### config.mk
export PLATFORM = sky130hd
export DESIGN_NAME = draw_sequencer_flat
export DESIGN_NICKNAME = d
export VERILOG_FILES = /design/src/rtl/draw_sequencer_if.sv /design/src/rtl/draw_sequencer.sv /design/src/flat_wrapper.sv
export SDC_FILE = /design/constraint.sdc
export NUM_CORES = 1
export LEC_CHECK = 0
export BUFFER_PORTS_ARGS = -buffer_cell sky130_fd_sc_hd__clkbuf_2
export CAP_MARGIN = 10
export CORE_ASPECT_RATIO = 1.1
export CORE_MARGIN = 3
export CORE_UTILIZATION = 30
export DETAILED_ROUTE_END_ITERATION = 6
export GPL_TIMING_DRIVEN = 0
export SETUP_SLACK_MARGIN = 0.2
export SLEW_MARGIN = 20
export SYNTH_ARGS = -nofsm -noshare
export SYNTH_HDL_FRONTEND = slang
export SYNTH_SLANG_ARGS = --single-unit
### constraint.sdc
create_clock -name clock -period 2.45 [get_ports clock]
set_input_delay 0.3675 -clock clock [delete_from_list [all_inputs] [get_ports clock]]
set_output_delay 0.3675 -clock clock [all_outputs]
set_load 0.02 [all_outputs]
### src/rtl/draw_sequencer_if.sv
// Channel and VGA write-port bundle for draw_sequencer.
//
// The master side (the sequencer) receives per-channel coordinates, colour,
// write requests and done levels from the drawers. It returns a one-hot
// enable to the drawers and drives the single VGA write port.
// Channel k occupies bits [k*W +: W] of each packed per-channel vector.
// The slave modport is the drawer/VGA view of the same signals.
interface draw_sequencer_if #(
   parameter int unsigned NUM_CH = 3,
   parameter int unsigned X_W    = 9,
   parameter int unsigned Y_W    = 8,
   parameter int unsigned C_W    = 6
);
   logic [NUM_CH*X_W-1:0] ch_x;
   logic [NUM_CH*Y_W-1:0] ch_y;
   logic [NUM_CH*C_W-1:0] ch_colour;
   logic [NUM_CH-1:0]     ch_write;
   logic [NUM_CH-1:0]     ch_done;
   logic [NUM_CH-1:0]     ch_enable;
   logic [X_W-1:0]        x_position;
   logic [Y_W-1:0]        y_position;
   logic [C_W-1:0]        colour;
   logic                  VGA_enable;

   modport master (
      input  ch_x, ch_y, ch_colour, ch_write, ch_done,
      output ch_enable, x_position, y_position, colour, VGA_enable
   );

   modport slave (
      output ch_x, ch_y, ch_colour, ch_write, ch_done,
      input  ch_enable, x_position, y_position, colour, VGA_enable
   );
endinterface

### src/rtl/draw_sequencer.sv
// Frame pacer and VGA draw arbiter.
//
// A free-running counter produces frame_tick once every FRAME_COUNT clocks.
// On a tick with go high, the sequencer grants the VGA write port to each
// channel selected in the latched mask, in ascending order. Channel 0 draws
// first and the highest channel draws last, so it ends up on top.
//
// Ports:
//   clock, reset : system clock, asynchronous active-low reset.
//   go           : run enable. Frames start only while it is high.
//   ch_mask      : channels to draw. Latched at frame start.
//   overrun_clr  : clears the sticky overrun flag.
//   bus          : channel inputs, one-hot ch_enable and the VGA write port.
//   frame_tick   : one-cycle pulse at each frame boundary.
//   frame_done   : one-cycle pulse after all masked channels are finished.
//   busy         : high whenever the sequencer is not idle.
//   overrun      : sticky. Set when a tick arrives while the sequencer is busy.
//   frame_count  : number of completed frames. Wraps at 16 bits.
module draw_sequencer #(
   parameter int unsigned NUM_CH      = 3,
   parameter int unsigned X_W         = 9,
   parameter int unsigned Y_W         = 8,
   parameter int unsigned C_W         = 6,
   parameter int unsigned FRAME_COUNT = 833333,
   parameter int unsigned CNT_W       = 24
) (
   input  logic              clock,
   input  logic              reset,
   input  logic              go,
   input  logic [NUM_CH-1:0] ch_mask,
   input  logic              overrun_clr,
   draw_sequencer_if.master  bus,
   output logic              frame_tick,
   output logic              frame_done,
   output logic              busy,
   output logic              overrun,
   output logic [15:0]       frame_count
);

   // cur must be able to point one past the last channel, so SCAN can find nothing.
   localparam int unsigned CUR_W = $clog2(NUM_CH + 1);

   typedef enum logic [1:0] {StIdle, StScan, StDraw, StFin} state_e;

   state_e             state_q, state_d;
   logic [CNT_W-1:0]   cnt_q, cnt_d;
   logic               tick_q, tick_d;
   logic [NUM_CH-1:0]  mask_q, mask_d;
   logic [NUM_CH-1:0]  ch_enable_q, ch_enable_d;
   logic [CUR_W-1:0]   cur_q, cur_d;
   logic               overrun_q, overrun_d;
   logic [15:0]        frame_cnt_q, frame_cnt_d;

   logic               cnt_last;
   logic [X_W-1:0]     sel_x;
   logic [Y_W-1:0]     sel_y;
   logic [C_W-1:0]     sel_colour;
   logic               sel_write;
   logic               sel_done;
   logic               scan_found;
   logic [CUR_W-1:0]   scan_idx;
   logic               draw_pass;

   // State register
   always_ff @(posedge clock or negedge reset) begin
      if (!reset) begin
         state_q     <= StIdle;
         cnt_q       <= '0;
         tick_q      <= 1'b0;
         mask_q      <= '0;
         ch_enable_q <= '0;
         cur_q       <= '0;
         overrun_q   <= 1'b0;
         frame_cnt_q <= '0;
      end else begin
         state_q     <= state_d;
         cnt_q       <= cnt_d;
         tick_q      <= tick_d;
         mask_q      <= mask_d;
         ch_enable_q <= ch_enable_d;
         cur_q       <= cur_d;
         overrun_q   <= overrun_d;
         frame_cnt_q <= frame_cnt_d;
      end
   end

   // Pick out the fields of channel cur. Out-of-range cur selects zeros.
   always_comb begin
      sel_x      = '0;
      sel_y      = '0;
      sel_colour = '0;
      sel_write  = 1'b0;
      sel_done   = 1'b0;
      for (int k = 0; k < int'(NUM_CH); k++) begin
         if (cur_q == CUR_W'(k)) begin
            sel_x      = bus.ch_x[k*X_W +: X_W];
            sel_y      = bus.ch_y[k*Y_W +: Y_W];
            sel_colour = bus.ch_colour[k*C_W +: C_W];
            sel_write  = bus.ch_write[k];
            sel_done   = bus.ch_done[k];
         end
      end
   end

   // Lowest masked channel at or above cur. The downward loop leaves the lowest match.
   always_comb begin
      scan_found = 1'b0;
      scan_idx   = '0;
      for (int k = int'(NUM_CH) - 1; k >= 0; k--) begin
         if (mask_q[k] && (CUR_W'(k) >= cur_q)) begin
            scan_found = 1'b1;
            scan_idx   = CUR_W'(k);
         end
      end
   end

   // Next-state logic
   always_comb begin
      cnt_last    = (cnt_q == CNT_W'(FRAME_COUNT - 1));
      cnt_d       = cnt_last ? '0 : cnt_q + 1'b1;
      tick_d      = cnt_last;
      state_d     = state_q;
      mask_d      = mask_q;
      cur_d       = cur_q;
      ch_enable_d = ch_enable_q;
      frame_cnt_d = frame_cnt_q;

      unique case (state_q)
         StIdle: begin
            if (tick_q && go) begin
               mask_d  = ch_mask;
               cur_d   = '0;
               state_d = StScan;
            end
         end
         StScan: begin
            if (scan_found) begin
               cur_d       = scan_idx;
               ch_enable_d = NUM_CH'(1) << scan_idx;
               state_d     = StDraw;
            end else begin
               state_d = StFin;
            end
         end
         StDraw: begin
            if (sel_done) begin
               ch_enable_d = '0;
               cur_d       = cur_q + 1'b1;
               state_d     = StScan;
            end
         end
         StFin: begin
            frame_cnt_d = frame_cnt_q + 1'b1;
            state_d     = StIdle;
         end
         default: state_d = StIdle;
      endcase

      // Set has priority over clear. A tick that arrives while busy is dropped.
      if (tick_q && (state_q != StIdle)) begin
         overrun_d = 1'b1;
      end else if (overrun_clr) begin
         overrun_d = 1'b0;
      end else begin
         overrun_d = overrun_q;
      end
   end

   // Outputs
   always_comb begin
      busy       = (state_q != StIdle);
      frame_done = (state_q == StFin);
      // The VGA port is muted in the same cycle that done is seen.
      draw_pass  = (state_q == StDraw) && !sel_done;
      bus.x_position = draw_pass ? sel_x      : '0;
      bus.y_position = draw_pass ? sel_y      : '0;
      bus.colour     = draw_pass ? sel_colour : '0;
      bus.VGA_enable = draw_pass && sel_write;
      bus.ch_enable  = ch_enable_q;
      frame_tick     = tick_q;
      overrun        = overrun_q;
      frame_count    = frame_cnt_q;
   end

endmodule

### src/flat_wrapper.sv
// flat-port wrapper written by rule: the top's interface ports become plain ports
module draw_sequencer_flat 
#(
   parameter int unsigned NUM_CH      = 3,
   parameter int unsigned X_W         = 9,
   parameter int unsigned Y_W         = 8,
   parameter int unsigned C_W         = 6,
   parameter int unsigned FRAME_COUNT = 833333,
   parameter int unsigned CNT_W       = 24
)
  (clock, reset, go, ch_mask, overrun_clr, frame_tick, frame_done, busy, overrun, frame_count, bus_ch_x, bus_ch_y, bus_ch_colour, bus_ch_write, bus_ch_done, bus_ch_enable, bus_x_position, bus_y_position, bus_colour, bus_VGA_enable);
  draw_sequencer_if #(.NUM_CH(NUM_CH), .X_W(X_W), .Y_W(Y_W), .C_W(C_W)) bus_i ();
  input  logic clock;
  input  logic reset;
  input  logic go;
  input  logic [NUM_CH-1:0] ch_mask;
  input  logic overrun_clr;
  output logic frame_tick;
  output logic frame_done;
  output logic busy;
  output logic overrun;
  output logic [15:0] frame_count;
  input wire logic [$bits(bus_i.ch_x)-1:0] bus_ch_x;
  input wire logic [$bits(bus_i.ch_y)-1:0] bus_ch_y;
  input wire logic [$bits(bus_i.ch_colour)-1:0] bus_ch_colour;
  input wire logic [$bits(bus_i.ch_write)-1:0] bus_ch_write;
  input wire logic [$bits(bus_i.ch_done)-1:0] bus_ch_done;
  output wire logic [$bits(bus_i.ch_enable)-1:0] bus_ch_enable;
  output wire logic [$bits(bus_i.x_position)-1:0] bus_x_position;
  output wire logic [$bits(bus_i.y_position)-1:0] bus_y_position;
  output wire logic [$bits(bus_i.colour)-1:0] bus_colour;
  output wire logic [$bits(bus_i.VGA_enable)-1:0] bus_VGA_enable;
  assign bus_i.ch_x = bus_ch_x;
  assign bus_i.ch_y = bus_ch_y;
  assign bus_i.ch_colour = bus_ch_colour;
  assign bus_i.ch_write = bus_ch_write;
  assign bus_i.ch_done = bus_ch_done;
  assign bus_ch_enable = bus_i.ch_enable;
  assign bus_x_position = bus_i.x_position;
  assign bus_y_position = bus_i.y_position;
  assign bus_colour = bus_i.colour;
  assign bus_VGA_enable = bus_i.VGA_enable;
  draw_sequencer #(.NUM_CH(NUM_CH), .X_W(X_W), .Y_W(Y_W), .C_W(C_W), .FRAME_COUNT(FRAME_COUNT), .CNT_W(CNT_W)) u_core (.clock(clock), .reset(reset), .go(go), .ch_mask(ch_mask), .overrun_clr(overrun_clr), .bus(bus_i), .frame_tick(frame_tick), .frame_done(frame_done), .busy(busy), .overrun(overrun), .frame_count(frame_count));
endmodule
Word level (Yosys, flattened, before mapping)

Index checks and enable logic that the tools add are counted.

Register bits after elaboration: 52
Input port bits: 82

Add/sub/neg operators: 3
Magnitude comparators: 3
Equality and inequality tests: 9
Shift-type cells: 1
Multiplexer cells: 38
Reductions and logical operators: 18

Operator list:

| operator                | count |
|---|---|
| $mux W9                 | 4 |
| $mux W8                 | 4 |
| $add A24 B1 Y24 const B | 1 |
| $eq A24 B20 Y1 const B  | 1 |
| $mux W24                | 1 |
| $mux W6                 | 4 |
| $add A16 B1 Y16 const B | 1 |
| $mux W2                 | 8 |
| $mux W1                 | 12 |
| $pmux W2 S4             | 1 |
| $logic_and A1 B1 Y1     | 7 |
| $eq A2 B2 Y1 const B    | 3 |
| $mux W3                 | 2 |
| $ne A2 B1 Y1 const B    | 3 |
| $pmux W2 S3             | 1 |
| $pmux W3 S2             | 1 |
| $reduce_bool A2 Y1      | 3 |
| $eq A2 B1 Y1 const B    | 2 |
| $ge A1 B2 Y1 const A    | 2 |
| $logic_not A2 Y1        | 2 |
| $reduce_and A2 Y1       | 2 |
| $reduce_and A4 Y1       | 1 |
| $reduce_and A3 Y1       | 1 |
| $reduce_bool A3 Y1      | 1 |
| other kinds (4)         | 4 |

Depth between registers and ports, before layout

Gate-level depths: netlist (run 1).

Word-level depth: 8
Depth in mapped cells: 8
Gate-level depth less buffers: 6

Worst setup path after synthesis (run 1)

No wires, ideal clock.

Kind: register to output
Start: reg u_core.cur_q[1]
End: out bus_colour[0]
Arrival time: 1672 ps
Required time: 2082 ps
Slack: 410 ps
Cell stages (with the launch flop): 8
Buffers on the path: 2
Path through: dfrtp_1 -> inv_1 -> ha_1 -> buf_2 -> nand3b_1 -> nand4_1 -> clkbuf_1 -> nor2_1

Longest elaborated chain between the ends: 7
Elaborated cells on any way between the ends: 12

Ends and longest elaborated chain:

| what                   | RTL line              | text |
|---|---|---|
| start, declared        | draw_sequencer.sv:50  | `logic [CUR_W-1:0] cur_q, cur_d;` |
| start signal, assigned | draw_sequencer.sv:81  | `cur_q <= cur_d;` |
| $logic_not A2 Y1       | draw_sequencer.sv:95  | `if (cur_q == CUR_W'(k)) begin` |
| $mux W1 (3 in a row)   | draw_sequencer.sv:95  |  |
| $logic_not A1 Y1       | draw_sequencer.sv:174 | `draw_pass = (state_q == StDraw) && !sel_done;` |
| $logic_and A1 B1 Y1    | draw_sequencer.sv:174 |  |
| $mux W6 *              | draw_sequencer.sv:177 | `bus.colour = draw_pass ? sel_colour : '0;` |
| end, declared          | flat_wrapper.sv:31    | `output wire logic [$bits(bus_i.colour)-1:0] bus_colour;` |

Every way passes the cells marked *; elsewhere a longest branch is shown, timed or not.

Final worst setup path (run 1)

Start: reg u_core.cur_q[0]
End: out bus_colour[5]

Same word-level chain as after synthesis.

==> run metrics, run 1 <==
Post-Place Cells=648; die area=around 12000 um^2; P_leak=2.17 nW; Finished Core Util=43.8%; Post-Syn Instances=377; Int Power=2.25 mW; gr usage total=15.8%; design area=4590 um^2; placed instance area=4090 um^2; Final period util=92.7%; clock insertion delay at the later pin of the skew report=280 ps; hold-fix buffers at CTS=0; Via density=5.07; Final ANT Viol Nets=0; sequential area share after synthesis=between 30% and 40%; maximum buffer depth of the clock tree=2; starting DRC count in detailed routing=318; Area Overhead vs Synth=40.7%; Comb pwr share=54.3%; TritonRoute pass-1 iters=4; most used cell, CP=buf_6; CP Max Fanout=6; Post-Syn Area=3260 um^2; total power=3.79 mW; syn nets=470; Rel. slew slack=51.7%; sequential share of power=27.9%; non-filler cells, final=665; final-layout fill cell count=1020; placement row count=39; estimated wirelength of the detail-placed design=approximately 7.4 mm; M2 GR Usage=28.1%; final worst slack=between 150 and 200 ps; largest net degree at the start of global routing=53; Reg area=1300 um^2; CP required=~2100 ps; Antenna diodes=0; Async S/R FF share, synth=between 90% and 100%; setup TNS=0 ps; met3 Track Usage GR=3.09%; NetSw=between 1.5 and 2 mW; commonest non-fill, non-tap cell in the layout=clkbuf_2; via count=~3400; Avg Inst Size Synth=8.66 um^2; H-Tree Depth=2; WHS=162 ps; final slew viol count=0; Least-Margin Pin Slew=724 ps; gr ovfl total=0; final net count=614; Max Cap Viol=0; Final Skew=5.90 ps; total routed wirelength=9.78 mm; share of post-route cells with drive strength above 1=36.4%; Synth cell types=39; Fin. Hold Viols=0; DR WL/cell=14.7 um; gp weighted congestion=0.840; ys flop type=dfrtp_1; CP peak stage delay=440 ps; fmax=440 MHz; type of the tightest min-delay check=in2async; Post-synth EDFFs=0; number of synthesized register bits=52; crit path time final=2270 ps; PwrDens=826 nW/um^2; crit path capture type=output port; Startpoint Class=register; pre-CTS setup slack=-176 ps; Die X=about 110 um; Boundary Pins=129; CTS tree=done; crit path kind=reg2out; initial antenna violation count=0; worst-path cell chain=inv_2, ha_4, nand4bb_1, nand4_1, buf_6, buf_6, nor3_4, buf_4; critical path's slowest cell=dfrtp_2; Core ar.=10500 um^2; met1 Resource Use GR=18.5%; RSZ-0062 raised after global routing=true; synth warn=0; Multi-input gate area=1960 um^2; # DRC=0; Die Height=115 um; vias in the first global route=3299; Max VDD drop=0.601 mV; power share of the clock group=17.9%; Root Buffer=clkbuf_16; number of I/O port buffers=roughly 130; clock slew at reported path FFs=~70 ps; TritonCTS buffer count=5; CTS Sinks=52; status=finished, final reports clean; switch share=40.7%; GRT busiest layer=met2; most frequent cells in the layout=clkbuf_2 (109), dfrtp_1 (51), a21oi_1 (43), nand2_1 (41), nor2_1 (29); first-pass GRT wire length=15.8 mm; # setup viols final=0; initial core utilization=31.1%; Arr. time, crit path=1900 ps
-- routing by layer --
metal,part of all wire [%],vias up,routed length [um]
met5,0,-,0
met4,3.5,0,347
met3,8.8,22,860
met2,47,175,4610
met1,40,1555,3960
li1,-,1617,-
-- cell usage after synthesis, drive strengths merged (5+ instances only) --
cell type / instances / share of area (%)
nand3b: 22 / 5.1
nor2: 34 / 3.9
mux2: 7 / 2.4
nor2b: 7 / 1.3
a21boi: 5 / 1.1
and3: 9 / 1.8
a21oi: 44 / 6.7
xnor2: 22 / 5.9
nand2: 41 / 4.7
dfrtp: 52 / 40
nand3: 17 / 2.8
inv: 14 / 1.6
nand4: 16 / 3.1
nor3: 10 / 1.5
xor2: 12 / 3.2
clkbuf: 16 / 1.9
ha: 11 / 4.2
nor4: 7 / 1.3
-- timing repair --
action / 4_1_cts / 5_1_grt
setup buffers: 6 / 1
cloned: 2 / 0
endpoints found under the setup margin: 24 / 26
pin swaps: 7 / 5
resized for setup: 69 / 36
-- final cells by class --
cell class              instances  area share (%)
well taps                     143            3.90
clock buffers                   5            2.72
clock inverters                 3           0.409
plain buffers                  18            3.54
inverters                      14            1.14
flip-flops and latches         52            28.4
multi-input cells             293            42.6
repair buffers                137            17.3
-- power by group through the flow --
| stage | registers, mW | logic [mW] | clock network, mW |
|---|---|---|---|
| 3_3_place_gp | 1.06 | 1.63 | 0 |
| 3_5_place_dp | 1.07 | 1.65 | 0 |
| 5_1_grt | 1.07 | 2.24 | 0.734 |
| 4_1_cts | 1.05 | 1.96 | 0.698 |
| 2_1_floorplan | 1.13 | 1.10 | 0 |
| 6_report | 1.06 | 2.06 | 0.678 |
-- flip-flops by register name, indices dropped and copies added (netlist names) --
register and count:
u_core.bus.ch_enable 3, u_core.cnt_q 24, u_core.cur_q 2, u_core.frame_count 16
u_core.frame_tick 1, u_core.mask_q 3, u_core.overrun 1, u_core.state_q 2
-- critical path: cells and delay by family, from the launching register on --
| kind | cells | cell delay, ps |
|---|---|---|
| buf+inv | 4 | 570 |
| simple gates | 3 | 410 |
| fa+ha+maj | 1 | 170 |
| flops | 1 | 440 |
-- final timing paths --
kind | from | to | slack [ps] | depth (start not counted)
max | u_core.cur_q[0] | bus_colour[5] | 180 | 8
max in group asynchronous | reset | u_core.cur_q[0] | 1770 | 1
min | reset | u_core.cnt_q[11] | 160 | 1
min in group clock | ch_mask[2] | u_core.mask_q[2] | 310 | 2
max reg2reg | u_core.cur_q[1] | u_core.state_q[0] | 280 | 9
min reg2reg | u_core.frame_count[15] | u_core.frame_count[15] | 480 | 1
-- kinds of logic (layout without fill, tap and decap cells) --
| group | Yosys count | count (layout) | share of synthesized area [%] |
|---|---|---|---|
| flops | 52 | 52 | 39.9 |
| compound gates | 64 | 64 | 11.5 |
| xor+xnor | 34 | 34 | 9.12 |
| buf+inv | 32 | 177 | 3.79 |
| fa+ha+maj | 11 | 11 | 4.22 |
| simple gates | 175 | 175 | 28.5 |
| mux | 9 | 9 | 3.03 |
(Power assumes the default switching activity.)
==> run 2, diff against run 1 <==
Clock period 2.45 ns to 1.9 ns, I/O delays scaled along.
==> run 2 against run 1 <==
The flow now finishes with violations (setup timing). Global-route usage grew 1.1 points. Cell area grew 14%. Sequential share of layout area shrank 3.4 points. Combinational power grew 67%.
==> run metrics, run 2 (synthesis gave the netlist of run 1 again) <==
clock slew at reported path FFs=70 ps (about the same); placed instance area=4310 um^2 (+5.5%); most frequent cells in the layout=clkbuf_2 (107), dfrtp_1 (44), nand2_1 (40); Root Buffer=clkbuf_16; starting DRC count in detailed routing=194 (-39%); gr ovfl total=0 (unchanged); Arr. time, crit path=1890 ps (about the same); Die Height=115 um (unchanged); Core ar.=10500 um^2 (unchanged); # setup viols final=28 (+28); fmax=460 MHz; Largest Register=u_core.cnt_q; crit path time final=approximately 2200 ps; final slew viol count=0 (unchanged); Antenna diodes=0 (unchanged); Max Cap Viol=0 (unchanged); H-Tree Depth=2 (unchanged); failing checks=setup timing; final worst slack=-274 ps (-453 ps); TritonRoute pass-1 iters=6 (+2); CTS Sinks=52 (unchanged); PwrDens=1090 nW/um^2 (+32%); Least-Margin Pin Slew=707 ps (-17.3 ps); initial antenna violation count=0 (unchanged); Largest register FFs=24 (unchanged); gp weighted congestion=0.766 (-8.7%); total routed wirelength=10.5 mm (+6.9%); Fin. Hold Viols=0 (unchanged); FF-to-FF path depth=10 (+1); sequential share of power=23.8% (-4.1 points); Via density=5.04 (-0.55%); switch share=41.4% (+0.69 points); Area Overhead vs Synth=60.9%; TritonCTS buffer count=5 (unchanged); initial core utilization=31.1% (unchanged); Final period util=114%; Reg2Reg Setup Slack=-220 ps (-500 ps); first-pass GRT wire length=16.8 mm (+6.7%); number of I/O port buffers=128 (unchanged); Max VDD drop=0.557 mV (-7.4%); pre-CTS setup slack=-473 ps (-297 ps); # DRC=0 (unchanged); power share of the clock group=16.0% (-1.9 points); CP Max Fanout=6 (unchanged); die area=12200 um^2 (unchanged); largest net degree at the start of global routing=53 (unchanged); non-filler cells, final=677 (+1.8%); status=complete, but fails checks; maximum buffer depth of the clock tree=2 (unchanged); commonest non-fill, non-tap cell in the layout=clkbuf_2; vias in the first global route=3479 (+5.5%); crit path capture type=output port; via count=3411 (+1.2%); CTS tree=done; final net count=626 (+2.0%); Final Skew=2.07 ps (-3.83 ps); clock insertion delay at the later pin of the skew report=290 ps (about the same); gr usage total=16.8% (+1.1 points); Boundary Pins=129 (unchanged); WHS=62.7 ps (-99.6 ps); Die X=105 um (unchanged); Reg-to-Reg End=u_core.state_q[0]; placement row count=39 (unchanged); CP required=1620 ps (-460 ps); Post-Place Cells=648 (unchanged); P_leak=2.35 nW (+8.2%); Final ANT Viol Nets=0 (unchanged); Finished Core Util=50.1% (+6.3 points); estimated wirelength of the detail-placed design=7.39 mm (+0.31%); design area=5250 um^2 (+14%); Rel. slew slack=52.9% (+1.2 points); share of post-route cells with drive strength above 1=49.4% (+13 points); NetSw=2.37 mW (+54%); RSZ-0062 raised after global routing=true; hold-fix buffers at CTS=0 (unchanged); type of the tightest min-delay check=in2async; Comb pwr share=60.1% (+5.8 points); setup TNS=-5890 ps (-5890 ps); Startpoint Class=register; r2r startpoint=u_core.cur_q[1]; DR WL/cell=15.4 um (+5.0%); crit path kind=reg2out; total power=5.73 mW (+51%); Int Power=3.36 mW (+49%)
-- run 2: changes by cell type in the layout (fill, tap and decap cells not counted), moves of 7 or more --
cell / change
a21oi_1: -21
a21oi_2: +21
buf_2: -7
buf_8: +17
dfrtp_1: -7
dfrtp_2: +7
nor2_1: -16
nor2_4: +18
-- run 2: layout make-up --
type	instances	area, um^2
well taps	143	179
clock inverters	3	22.5
fillers	971	5240
inverters	14	55.1
multi-input cells	293	2280
clock buffers	5	125
repair buffers	149	1050
flip-flops and latches	52	1310
plain buffers	18	221
-- run 2: worst max-delay path by stage --
stage,startpoint,endpoint,slack (ps),cells past startpoint
after detailed placement,u_core.cur_q[0],bus_colour[1],-470,7
after global placement,u_core.cur_q[1],bus_x_position[3],-450,8
after CTS,u_core.cur_q[0],bus_y_position[7],-270,8
after global routing,u_core.cur_q[1],bus_y_position[7],-360,9
final,u_core.cur_q[0],bus_y_position[5],-270,8
after floorplan,u_core.cur_q[1],bus_colour[0],-1,7
-- run 2: per-layer routing --
layer,GRT usage [%],vias to the layer above,part of all wire [%]
li1,-,1638,-
met1,19.9,1617,41
met2,30.2,138,50
met3,3.43,18,6.8
met4,6.21,0,2.4
met5,0,-,0
-- run 2: worst max-delay path: stages (launching register included) --
cell and delay (ps):
dfrtp_2 450, ha_4 190, buf_8 130, clkbuf_8 140
nand3b_1 190, a21oi_2 190, a21oi_2 70, nor2_4 120
buf_8 110
-- run 2: power by group through the flow --
| stage | sequential (mW) | clock, mW | combinational (mW) |
|---|---|---|---|
| after global routing | 1.39 | 0.983 | 3.71 |
| after global placement | 1.38 | 0 | 2.45 |
| final | 1.36 | 0.918 | 3.44 |
| after floorplan | 1.46 | 0 | 1.77 |
| after CTS | 1.36 | 0.943 | 3.32 |
| after detailed placement | 1.39 | 0 | 2.49 |
-- run 2: what timing repair did --
action	in CTS	in global routing
pin swaps	21	12
resized for setup	120	48
setup endpoints to repair	45	52
buffers inserted	11	8
cloned	2	0
